[config.mk]
export PLATFORM = sky130hd
export DESIGN_NAME = sram_addr_gen_flat
export DESIGN_NICKNAME = d
export VERILOG_FILES = /design/src/rtl/sram_addr_gen_if.sv /design/src/rtl/sram_addr_gen.sv /design/src/flat_wrapper.sv
export SDC_FILE = /design/constraint.sdc
export NUM_CORES = 1
export LEC_CHECK = 0
export CAP_MARGIN = 20
export CELL_PAD_IN_SITES_DETAIL_PLACEMENT = 0
export CELL_PAD_IN_SITES_GLOBAL_PLACEMENT = 1
export CORE_ASPECT_RATIO = 1.5
export CORE_UTILIZATION = 41
export CTS_CLUSTER_SIZE = 25
export DETAILED_ROUTE_END_ITERATION = 8
export DONT_BUFFER_PORTS = 1
export PLACE_DENSITY = 0.74
export SETUP_SLACK_MARGIN = 0.05
export SLEW_MARGIN = 20
export SYNTH_ARGS = -nofsm -noshare
export SYNTH_HDL_FRONTEND = slang
export SYNTH_HIERARCHICAL = 1
export SYNTH_SLANG_ARGS = --single-unit
[constraint.sdc]
create_clock -name clk -period 5.1 [get_ports clk]
set_clock_uncertainty 0.15 [all_clocks]
set_input_delay 0.51 -clock clk [delete_from_list [all_inputs] [get_ports clk]]
set_output_delay 0.51 -clock clk [all_outputs]
set_load 0.03 [all_outputs]
[src/rtl/sram_addr_gen_if.sv]
// Control/status bundle for the multi-channel SRAM address generator.
// master drives commands and configuration; slave is the generator.
interface sram_addr_gen_if #(
  parameter int NUM_CH = 2,
  parameter int ADDR_W = 26,
  parameter int CNT_W  = 13
) ();
  localparam int CH_W = (NUM_CH > 1) ? $clog2(NUM_CH) : 1;

  logic                     clear;
  logic [CH_W-1:0]          ch_sel;
  logic                     start;
  logic                     wrap_en;
  logic                     req;
  logic [CNT_W-1:0]         image_width;
  logic [CNT_W-1:0]         image_height;
  logic [NUM_CH*ADDR_W-1:0] base_addr;
  logic [ADDR_W-1:0]        sram_addr;
  logic                     addr_valid;
  logic [NUM_CH-1:0]        ch_busy;
  logic [NUM_CH-1:0]        row_done;
  logic [NUM_CH-1:0]        frame_done;
  logic                     err;

  modport master (
    output clear, ch_sel, start, wrap_en, req, image_width, image_height, base_addr,
    input  sram_addr, addr_valid, ch_busy, row_done, frame_done, err
  );

  modport slave (
    input  clear, ch_sel, start, wrap_en, req, image_width, image_height, base_addr,
    output sram_addr, addr_valid, ch_busy, row_done, frame_done, err
  );
endinterface

[src/rtl/sram_addr_gen.sv]
// Multi-channel raster address generator: each channel walks base + row*width + col
// over a width x height frame, one address per accepted request.

module sram_addr_ch #(
  parameter int ADDR_W = 26,
  parameter int CNT_W  = 13
) (
  input  logic              clk,
  input  logic              n_rst,
  input  logic              clear,
  input  logic              arm,
  input  logic              kill,
  input  logic              step,
  input  logic              wrap_en,
  input  logic [CNT_W-1:0]  width,
  input  logic [CNT_W-1:0]  height,
  input  logic [ADDR_W-1:0] base,
  output logic              busy,
  output logic [ADDR_W-1:0] addr,
  output logic              col_last,
  output logic              row_last
);
  typedef enum logic {IDLE, ACTIVE} state_t;

  state_t             state;
  logic [ADDR_W-1:0]  base_q, row_base;
  logic [CNT_W-1:0]   w_q, h_q, col, row;
  logic               wrap_q;

  assign busy     = (state == ACTIVE);
  // row_base accumulates width so no multiplier is needed; overflow wraps mod 2^ADDR_W
  assign addr     = base_q + row_base + ADDR_W'(col);
  assign col_last = (col == w_q - CNT_W'(1));
  assign row_last = (row == h_q - CNT_W'(1));

  always_ff @(posedge clk or negedge n_rst) begin
    if (!n_rst) begin
      state    <= IDLE;
      base_q   <= '0;
      w_q      <= '0;
      h_q      <= '0;
      wrap_q   <= 1'b0;
      col      <= '0;
      row      <= '0;
      row_base <= '0;
    end else if (clear) begin
      state    <= IDLE;
      base_q   <= '0;
      w_q      <= '0;
      h_q      <= '0;
      wrap_q   <= 1'b0;
      col      <= '0;
      row      <= '0;
      row_base <= '0;
    end else if (arm) begin
      state    <= ACTIVE;
      base_q   <= base;
      w_q      <= width;
      h_q      <= height;
      wrap_q   <= wrap_en;
      col      <= '0;
      row      <= '0;
      row_base <= '0;
    end else if (kill) begin
      state    <= IDLE;
      col      <= '0;
      row      <= '0;
      row_base <= '0;
    end else if (step) begin
      if (!col_last) begin
        col <= col + CNT_W'(1);
      end else begin
        col <= '0;
        if (row_last) begin
          row      <= '0;
          row_base <= '0;
          state    <= wrap_q ? ACTIVE : IDLE;
        end else begin
          row      <= row + CNT_W'(1);
          row_base <= row_base + ADDR_W'(w_q);
        end
      end
    end
  end
endmodule

module sram_addr_gen #(
  parameter int NUM_CH = 2,
  parameter int ADDR_W = 26,
  parameter int CNT_W  = 13
) (
  input  logic          clk,
  input  logic          n_rst,
  sram_addr_gen_if.slave bus
);
  localparam int CH_W = (NUM_CH > 1) ? $clog2(NUM_CH) : 1;

  logic [NUM_CH-1:0]              sel_oh, arm, kill, step, busy, c_last, r_last;
  logic [NUM_CH-1:0][ADDR_W-1:0]  ch_addr;
  logic                           sel_ok, cfg_ok, req_acc, err_set;
  logic [ADDR_W-1:0]              sel_addr;
  logic                           sel_col_last, sel_row_last;

  // Out-of-range selects decode to an all-zero one-hot, which is the legality test
  assign sel_ok = |sel_oh;
  assign cfg_ok = (bus.image_width != '0) && (bus.image_height != '0);

  for (genvar k = 0; k < NUM_CH; k++) begin : g_ch
    assign sel_oh[k] = (bus.ch_sel == CH_W'(k));
    assign arm[k]    = bus.start & sel_oh[k] & cfg_ok;
    assign kill[k]   = bus.start & sel_oh[k] & ~cfg_ok;
    assign step[k]   = bus.req & ~bus.start & sel_oh[k] & busy[k];

    sram_addr_ch #(.ADDR_W(ADDR_W), .CNT_W(CNT_W)) u_ch (
      .clk      (clk),
      .n_rst    (n_rst),
      .clear    (bus.clear),
      .arm      (arm[k]),
      .kill     (kill[k]),
      .step     (step[k]),
      .wrap_en  (bus.wrap_en),
      .width    (bus.image_width),
      .height   (bus.image_height),
      .base     (bus.base_addr[k*ADDR_W +: ADDR_W]),
      .busy     (busy[k]),
      .addr     (ch_addr[k]),
      .col_last (c_last[k]),
      .row_last (r_last[k])
    );
  end

  assign req_acc = |step;
  // start outranks req, so a req is only judged when start is low
  assign err_set = (bus.start & ~(sel_ok & cfg_ok))
                 | (bus.req & ~bus.start & ~(|(sel_oh & busy)));

  always_comb begin
    sel_addr     = '0;
    sel_col_last = 1'b0;
    sel_row_last = 1'b0;
    for (int k = 0; k < NUM_CH; k++) begin
      if (sel_oh[k]) begin
        sel_addr     = ch_addr[k];
        sel_col_last = c_last[k];
        sel_row_last = r_last[k];
      end
    end
  end

  assign bus.ch_busy = busy;

  always_ff @(posedge clk or negedge n_rst) begin
    if (!n_rst) begin
      bus.sram_addr  <= '0;
      bus.addr_valid <= 1'b0;
      bus.row_done   <= '0;
      bus.frame_done <= '0;
      bus.err        <= 1'b0;
    end else if (bus.clear) begin
      bus.sram_addr  <= '0;
      bus.addr_valid <= 1'b0;
      bus.row_done   <= '0;
      bus.frame_done <= '0;
      bus.err        <= 1'b0;
    end else begin
      bus.addr_valid <= req_acc;
      bus.row_done   <= '0;
      bus.frame_done <= '0;
      if (req_acc) begin
        bus.sram_addr  <= sel_addr;
        bus.row_done   <= sel_oh & {NUM_CH{sel_col_last}};
        bus.frame_done <= sel_oh & {NUM_CH{sel_col_last & sel_row_last}};
      end
      if (err_set) bus.err <= 1'b1;
    end
  end
endmodule
[src/flat_wrapper.sv]
// flat-port wrapper written by rule: the top's interface ports become plain ports
module sram_addr_gen_flat 
#(
  parameter int NUM_CH = 2,
  parameter int ADDR_W = 26,
  parameter int CNT_W  = 13
)
  (clk, n_rst, bus_clear, bus_ch_sel, bus_start, bus_wrap_en, bus_req, bus_image_width, bus_image_height, bus_base_addr, bus_sram_addr, bus_addr_valid, bus_ch_busy, bus_row_done, bus_frame_done, bus_err);
  sram_addr_gen_if #(.NUM_CH(NUM_CH), .ADDR_W(ADDR_W), .CNT_W(CNT_W)) bus_i ();
  input  logic clk;
  input  logic n_rst;
  input wire logic [$bits(bus_i.clear)-1:0] bus_clear;
  input wire logic [$bits(bus_i.ch_sel)-1:0] bus_ch_sel;
  input wire logic [$bits(bus_i.start)-1:0] bus_start;
  input wire logic [$bits(bus_i.wrap_en)-1:0] bus_wrap_en;
  input wire logic [$bits(bus_i.req)-1:0] bus_req;
  input wire logic [$bits(bus_i.image_width)-1:0] bus_image_width;
  input wire logic [$bits(bus_i.image_height)-1:0] bus_image_height;
  input wire logic [$bits(bus_i.base_addr)-1:0] bus_base_addr;
  output wire logic [$bits(bus_i.sram_addr)-1:0] bus_sram_addr;
  output wire logic [$bits(bus_i.addr_valid)-1:0] bus_addr_valid;
  output wire logic [$bits(bus_i.ch_busy)-1:0] bus_ch_busy;
  output wire logic [$bits(bus_i.row_done)-1:0] bus_row_done;
  output wire logic [$bits(bus_i.frame_done)-1:0] bus_frame_done;
  output wire logic [$bits(bus_i.err)-1:0] bus_err;
  assign bus_i.clear = bus_clear;
  assign bus_i.ch_sel = bus_ch_sel;
  assign bus_i.start = bus_start;
  assign bus_i.wrap_en = bus_wrap_en;
  assign bus_i.req = bus_req;
  assign bus_i.image_width = bus_image_width;
  assign bus_i.image_height = bus_image_height;
  assign bus_i.base_addr = bus_base_addr;
  assign bus_sram_addr = bus_i.sram_addr;
  assign bus_addr_valid = bus_i.addr_valid;
  assign bus_ch_busy = bus_i.ch_busy;
  assign bus_row_done = bus_i.row_done;
  assign bus_frame_done = bus_i.frame_done;
  assign bus_err = bus_i.err;
  sram_addr_gen #(.NUM_CH(NUM_CH), .ADDR_W(ADDR_W), .CNT_W(CNT_W)) u_core (.clk(clk), .n_rst(n_rst), .bus(bus_i));
endmodule
# Word level (Yosys, flattened, before mapping)
# Cells that the tools add are included.
# Widths: inputs -> output; s select.
# totals
reg_bits	244
latch_bits	0
ram_bits	0
rom_bits	0
in_bits	85
memories	0
# op_classes
n_addsub	14
multipliers	0
n_div	0
n_lt_le_gt_ge	0
eq_ne	4
n_shift	0
muxes	76
bitwise	22
n_reduce_logical	19
# ops
operator	n
$mux 26	19
$mux 13	30
$add 26x13->26	4
$add 13x1->13 const B	4
$add 26x26->26	2
$eq 13x13->1	4
$sub 13x1->13 const B	4
$reduce_bool 13->1	2
$reduce_bool 4->1	6
$mux 1	23
$and 1x1->1	14
$mux 2	4
$reduce_bool 2->1	4
$and 2x2->2	3
$reduce_and 3->1	2
$not 1->1	4
$reduce_and 2->1	2
$reduce_or 2->1	2
$logic_and 1x1->1	1
$or 1x1->1	1

# Depth between registers and ports, before layout
# logic_depth
ltp_word	8
ltp_mapped	16

# By module
# The synthesis kept the hierarchy.
# by_module_without_submodules
mod	instances	cells_each	area_per_inst_um2
sram_addr_ch at u_core.g_ch[1].u_ch	1	839	7776.2
sram_addr_ch at u_core.g_ch[0].u_ch	1	821	7694.9
sram_addr_gen	1	153	1766.7

# Least setup slack after synthesis
# Ideal clock, no wire load.
# synth_path
kind	register to register
from	reg u_core.g_ch[1].u_ch.base_q[1]
to	reg u_core.bus.sram_addr[25]
arrival_time_ns	3.387
path_slack_ns	1.475
stages_incl_launch_ff	15
synth_period_minus_slack_ns	3.625
cell_sequence	dfrtp_1 fa_1 ha_1 inv_1 fa_1 nor2b_1 o31ai_1 a211oi_1 o311a_1 o21ai_0 a211o_1 a31o_2 o211ai_1 mux2i_1 a211oi_2
# synth_rtl
item	line	rtl
start, declared	sram_addr_gen.sv:26	logic [ADDR_W-1:0] base_q, row_base;
start signal, assigned	sram_addr_gen.sv:57	base_q <= base;
end signal, assigned	sram_addr_gen.sv:170	bus.sram_addr <= sel_addr;
end, declared	sram_addr_gen_if.sv:32	output sram_addr, addr_valid, ch_busy, row_done, frame_done, err

==> summary.md <==
| Metric | Value |
|---|---|
| Warnings from Yosys | `6` |
| Post-Syn Area per Cell | `between 9 and 10 sq um` |
| Cell chain of the critical path | `inv_1, fa_1, inv_1, ha_1, inv_1, fa_1, nor2b_1, o31ai_1, a211oi_1, o311a_1, o21ai_0, a211o_1, a31o_2, o211ai_1, mux2i_1, a211oi_2` |
| Number of global-route vias before repair | `between 10k and 15k` |
| Path depth of the worst reg2reg path | `16` |
| Peak supply drop | `between 0.0002 and 0.0003 V` |
| Crit path capture type | `flip-flop` |
| Critical-path top delay cell | `a211oi_1` |
| Residual DRC | `0` |
| Post-synthesis sequential area ratio | `a little over a third` |
| Required time of the critical path | `5.42 ns` |
| Cell accounting for the most synthesized area | `dfrtp_1` |
| Number of routed nets with antenna violations | `0` |
| CP Class | `reg -> reg` |
| Failing checks | `negative hold slack` |
| FF-to-FF setup slack | `~0.81 ns` |
| Final Non-Filler Cells | `roughly 2.4k` |
| Final setup fails | `0` |
| Post-Synthesis Net Count | `around 2.0k` |
| CP Depth | `16` |
| Root buffer cell | `clkbuf_16` |
| Global-route wire length before repair | `a little under 80000 um` |
| Iteration-0 DRC Markers | `about 930` |
| CORE AREA | `approximately 41000 sq um` |
| Startpoint type of the worst setup path | `flip-flop` |
| Worst slew margin | `between 30% and 40%` |
| Post-synth top area share | `35.4%` |
| Number of cell rows | `91` |
| Top post-synthesis cells by count | `244 x dfrtp_1, 236 x nor2_1, 137 x mux2i_1` |
| Number of port buffers | `0` |
| Initial antenna violation count | `1` |
| Storage element area | `between 6000 and 7000 sq um` |
| Pre-Repair DR Iteration Count | `5` |
| Critical path buffer and inverter count | `3` |
| Final Max Slew Viols | `0` |
| Initial core utilization | `41.7%` |
| GR Overflow Total | `0` |
| Cts repair resizes | `0` |
| Worst-skew pair later-pin latency | `approximately 0.56 ns` |
| Most used cell, CP | `inv_1` |
| Multi-input gate area in the final layout | `~11000 sq um` |
| Max FO, Critical Path | `6` |
| Share of cells above drive strength 1 | `approximately 6.7%` |
| Largest net degree at the start of global routing | `about 250` |
| Hold Buf Count CTS | `81` |
| Final Hold Viols | `between 200 and 250` |
| Top_reg_cell synth | `dfrtp_1` |
| CP arrival | `around 4.6 ns` |
| Final min period | `~4.3 ns` |
| Total CTS buffers | `26` |
| CTS tree | `done` |
| Total number of vias | `~14k` |
| Cells after DPL | `roughly 2.3k` |
| Die Ht | `253 um` |
| Vias/cell | `about 5.7` |
| Unrepaired setup endpoints after global routing | `false` |
| Die W | `169 um` |
| Leak | `8.69 nW` |
| Global placer's final weighted congestion | `slightly below 0.9` |
| Fillcell total | `3905` |
| EDFF count, synth | `0` |
| Status | `finished, violations left` |
| Top-count cell post-synth | `dfrtp_1` |
| Routed len/inst | `slightly above 20 um` |
| HPWL after DPL | `37200 um` |
| Fin nets | `2087` |
| Final Cycle Share | `84.1%` |
| Crit path largest cell delay | `0.51 ns` |
| Yosys reg bits | `about 240` |
| Maxcap violations | `0` |
| Post-synth cell types | `90` |
| Worst-path clk slew | `~0.060 ns` |
| H-tree depth | `1` |
| CTS Buffer Depth | `3` |
| Hold Crit Class | `in -> async` |
| Die area | `~43000 sq um` |
| Cell Pwr Density | `around 240 nW/um^2` |
| FMAX | `around 230 MHz` |
| Worst R2R End | `u_core/bus.sram_addr[25]$_DFFE_PN0P_` |
| Post-Syn Area | `17200 sq um` |
| IO Pins | `119` |
| Clock tree sinks | `244` |
| Setup TNS | `0 ns` |
| Worst Max-Slew Pin Slew | `around 1.0 ns` |
| RR Startpoint | `u_core/g_ch[1].u_ch/col[0]$_DFFE_PN0P_` |
| Fin Hold WS | `-0.485 ns` |
| Top cells by area in the synthesized netlist | `dfrtp_1 35%, mux2i_1 8.0%, ha_1 7.7%` |
| Asr flop ratio synth | `100%` |
| # Post-CTS Setup Buffers | `0` |
| Post-Synthesis Cells | `around 1.8k` |
| GR Util All Layers | `a little under a quarter` |
| CP top delay family | `compound AO/OA/AOI/OAI gates` |
| DRT Wirelength | `between 50000 and 60000 um` |
| Area growth syn-to-layout | `12.7%` |
==> metrics by stage <==
stage	power (W)	setup slack, ns	utilization (%)	area (sq um)	hold WS, ns
4_1_cts	0.00474	0.820	47.0	19400	-0.519
3_3_place_gp	0.00268	0.890	42.9	17700	0.0716
3_5_place_dp	0.00269	0.824	42.9	17700	0.0732
6_report	0.00470	0.812	47.0	19400	-0.485
2_1_floorplan	0.00257	1.47	-	17200	0.0644
5_1_grt	0.00489	0.556	47.0	19400	-0.505
==> where the power goes <==
part / internal [W] / switching, W / total [W] / leakage [nW]
Combinational: 0.000283 / 0.000367 / 0.000650 / 4.91
Sequential: 0.00199 / 0.000104 / 0.00210 / 3.36
Clock: 0.00110 / 0.000849 / 0.00195 / 0.425
==> state kept, by name, indices dropped and copies added, names as in the netlist <==
name                       cells
u_core/g_ch.u_ch/row          26
u_core/bus.row_done            2
u_core/g_ch.u_ch/col          26
u_core/bus.err                 1
u_core/g_ch.u_ch/h_q          26
u_core/bus.addr_valid          1
u_core/g_ch.u_ch/row_base     52
u_core/bus.sram_addr          26
u_core/g_ch.u_ch/base_q       52
u_core/g_ch.u_ch/w_q          26
u_core/g_ch.u_ch/busy          2
u_core/bus.frame_done          2
u_core/g_ch.u_ch/wrap_q        2
==> logic make-up after synthesis <==
| group | synth area share (%) |
|---|---|
| and+or+nand+nor | 17.6 |
| AOI/OAI and AO/OA | 16.0 |
| DFF | 35.4 |
| xor gates and xnor gates | 7.98 |
| muxes | 8.35 |
| adders and majority gates | 11.2 |
| buffers and inverters | 3.36 |
==> cells in the final DEF (no fill, tap or decap), types with 13 or more instances in the layout <==
cell           netlist  final
and3_1              20     20
a21oi_1             86     85
inv_1               60     60
or3_1               22     22
o21a_1              13     13
or4_1               17     17
o21ai_0             71     71
xnor2_1             95     95
buf_4                7     17
xor2_1              62     62
nand2b_1            20     20
nand2_1             85     85
clkbuf_16            0     27
nand4_1             18     18
o21ai_1             23     23
mux2i_1            137    137
o31ai_1             23     23
a31oi_1             18     18
ha_1               106    106
a211oi_1            24     24
a211oi_2            25     25
dfrtp_1            244    244
nor2_1             236    235
nor2b_1             21     21
dlygate4sd3_1        0     80
fa_1                30     30
o211ai_1            15     15
nor3_1              37     36
a21o_1              27     27
nand3_1             57     57
==> worst reg2reg max path, cell delays in order, from the launching register on <==
cell,delay (ns)
dfrtp_1,0.47
inv_1,0.09
fa_1,0.38
inv_1,0.07
ha_1,0.20
inv_1,0.08
fa_1,0.45
nor2b_1,0.22
o31ai_1,0.12
a211oi_1,0.51
o311a_1,0.30
o21ai_0,0.18
a211o_1,0.36
a31o_2,0.20
o211ai_1,0.11
mux2i_1,0.13
a211oi_2,0.21
==> how the worst max path moves through the flow <==
stage	slack, ns	endpoint	startpoint
after floorplan	1.47	u_core/bus.sram_addr[25]$_DFFE_PN0P_	u_core/g_ch[1].u_ch/base_q[1]$_DFFE_PN0P_
after global placement	0.89	u_core/g_ch[1].u_ch/row_base[23]$_DFFE_PN0P_	bus_image_width[7]
after detailed placement	0.82	u_core/bus.sram_addr[25]$_DFFE_PN0P_	u_core/g_ch[1].u_ch/col[0]$_DFFE_PN0P_
after CTS	0.82	u_core/bus.sram_addr[25]$_DFFE_PN0P_	u_core/g_ch[1].u_ch/col[0]$_DFFE_PN0P_
after global routing	0.56	u_core/g_ch[1].u_ch/row_base[23]$_DFFE_PN0P_	u_core/g_ch[1].u_ch/w_q[1]$_DFFE_PN0P_
final	0.81	u_core/bus.sram_addr[25]$_DFFE_PN0P_	u_core/g_ch[1].u_ch/col[0]$_DFFE_PN0P_
==> cell type report <==
class / instances / share of cell area (%)
Sequential cell: 244 / 31.4
Multi-Input combinational cell: 1436 / 54.4
Clock inverter: 18 / 0.831
Antenna cell: 1 / 0.0129
Timing Repair Buffer: 98 / 4.92
Inverter: 60 / 1.16
Tap cell: 558 / 3.59
Clock buffer: 30 / 3.64
==> layer usage <==
layer / global-route usage (%) / vias up / share of wire [%]
met4: 10.9 / 0 / 4.4
met1: 28.7 / 6837 / 41
li1: - / 6629 / -
met5: 0 / - / 0
met3: 2.88 / 98 / 4.0
met2: 42.0 / 319 / 51
(Power assumes the default switching activity.)
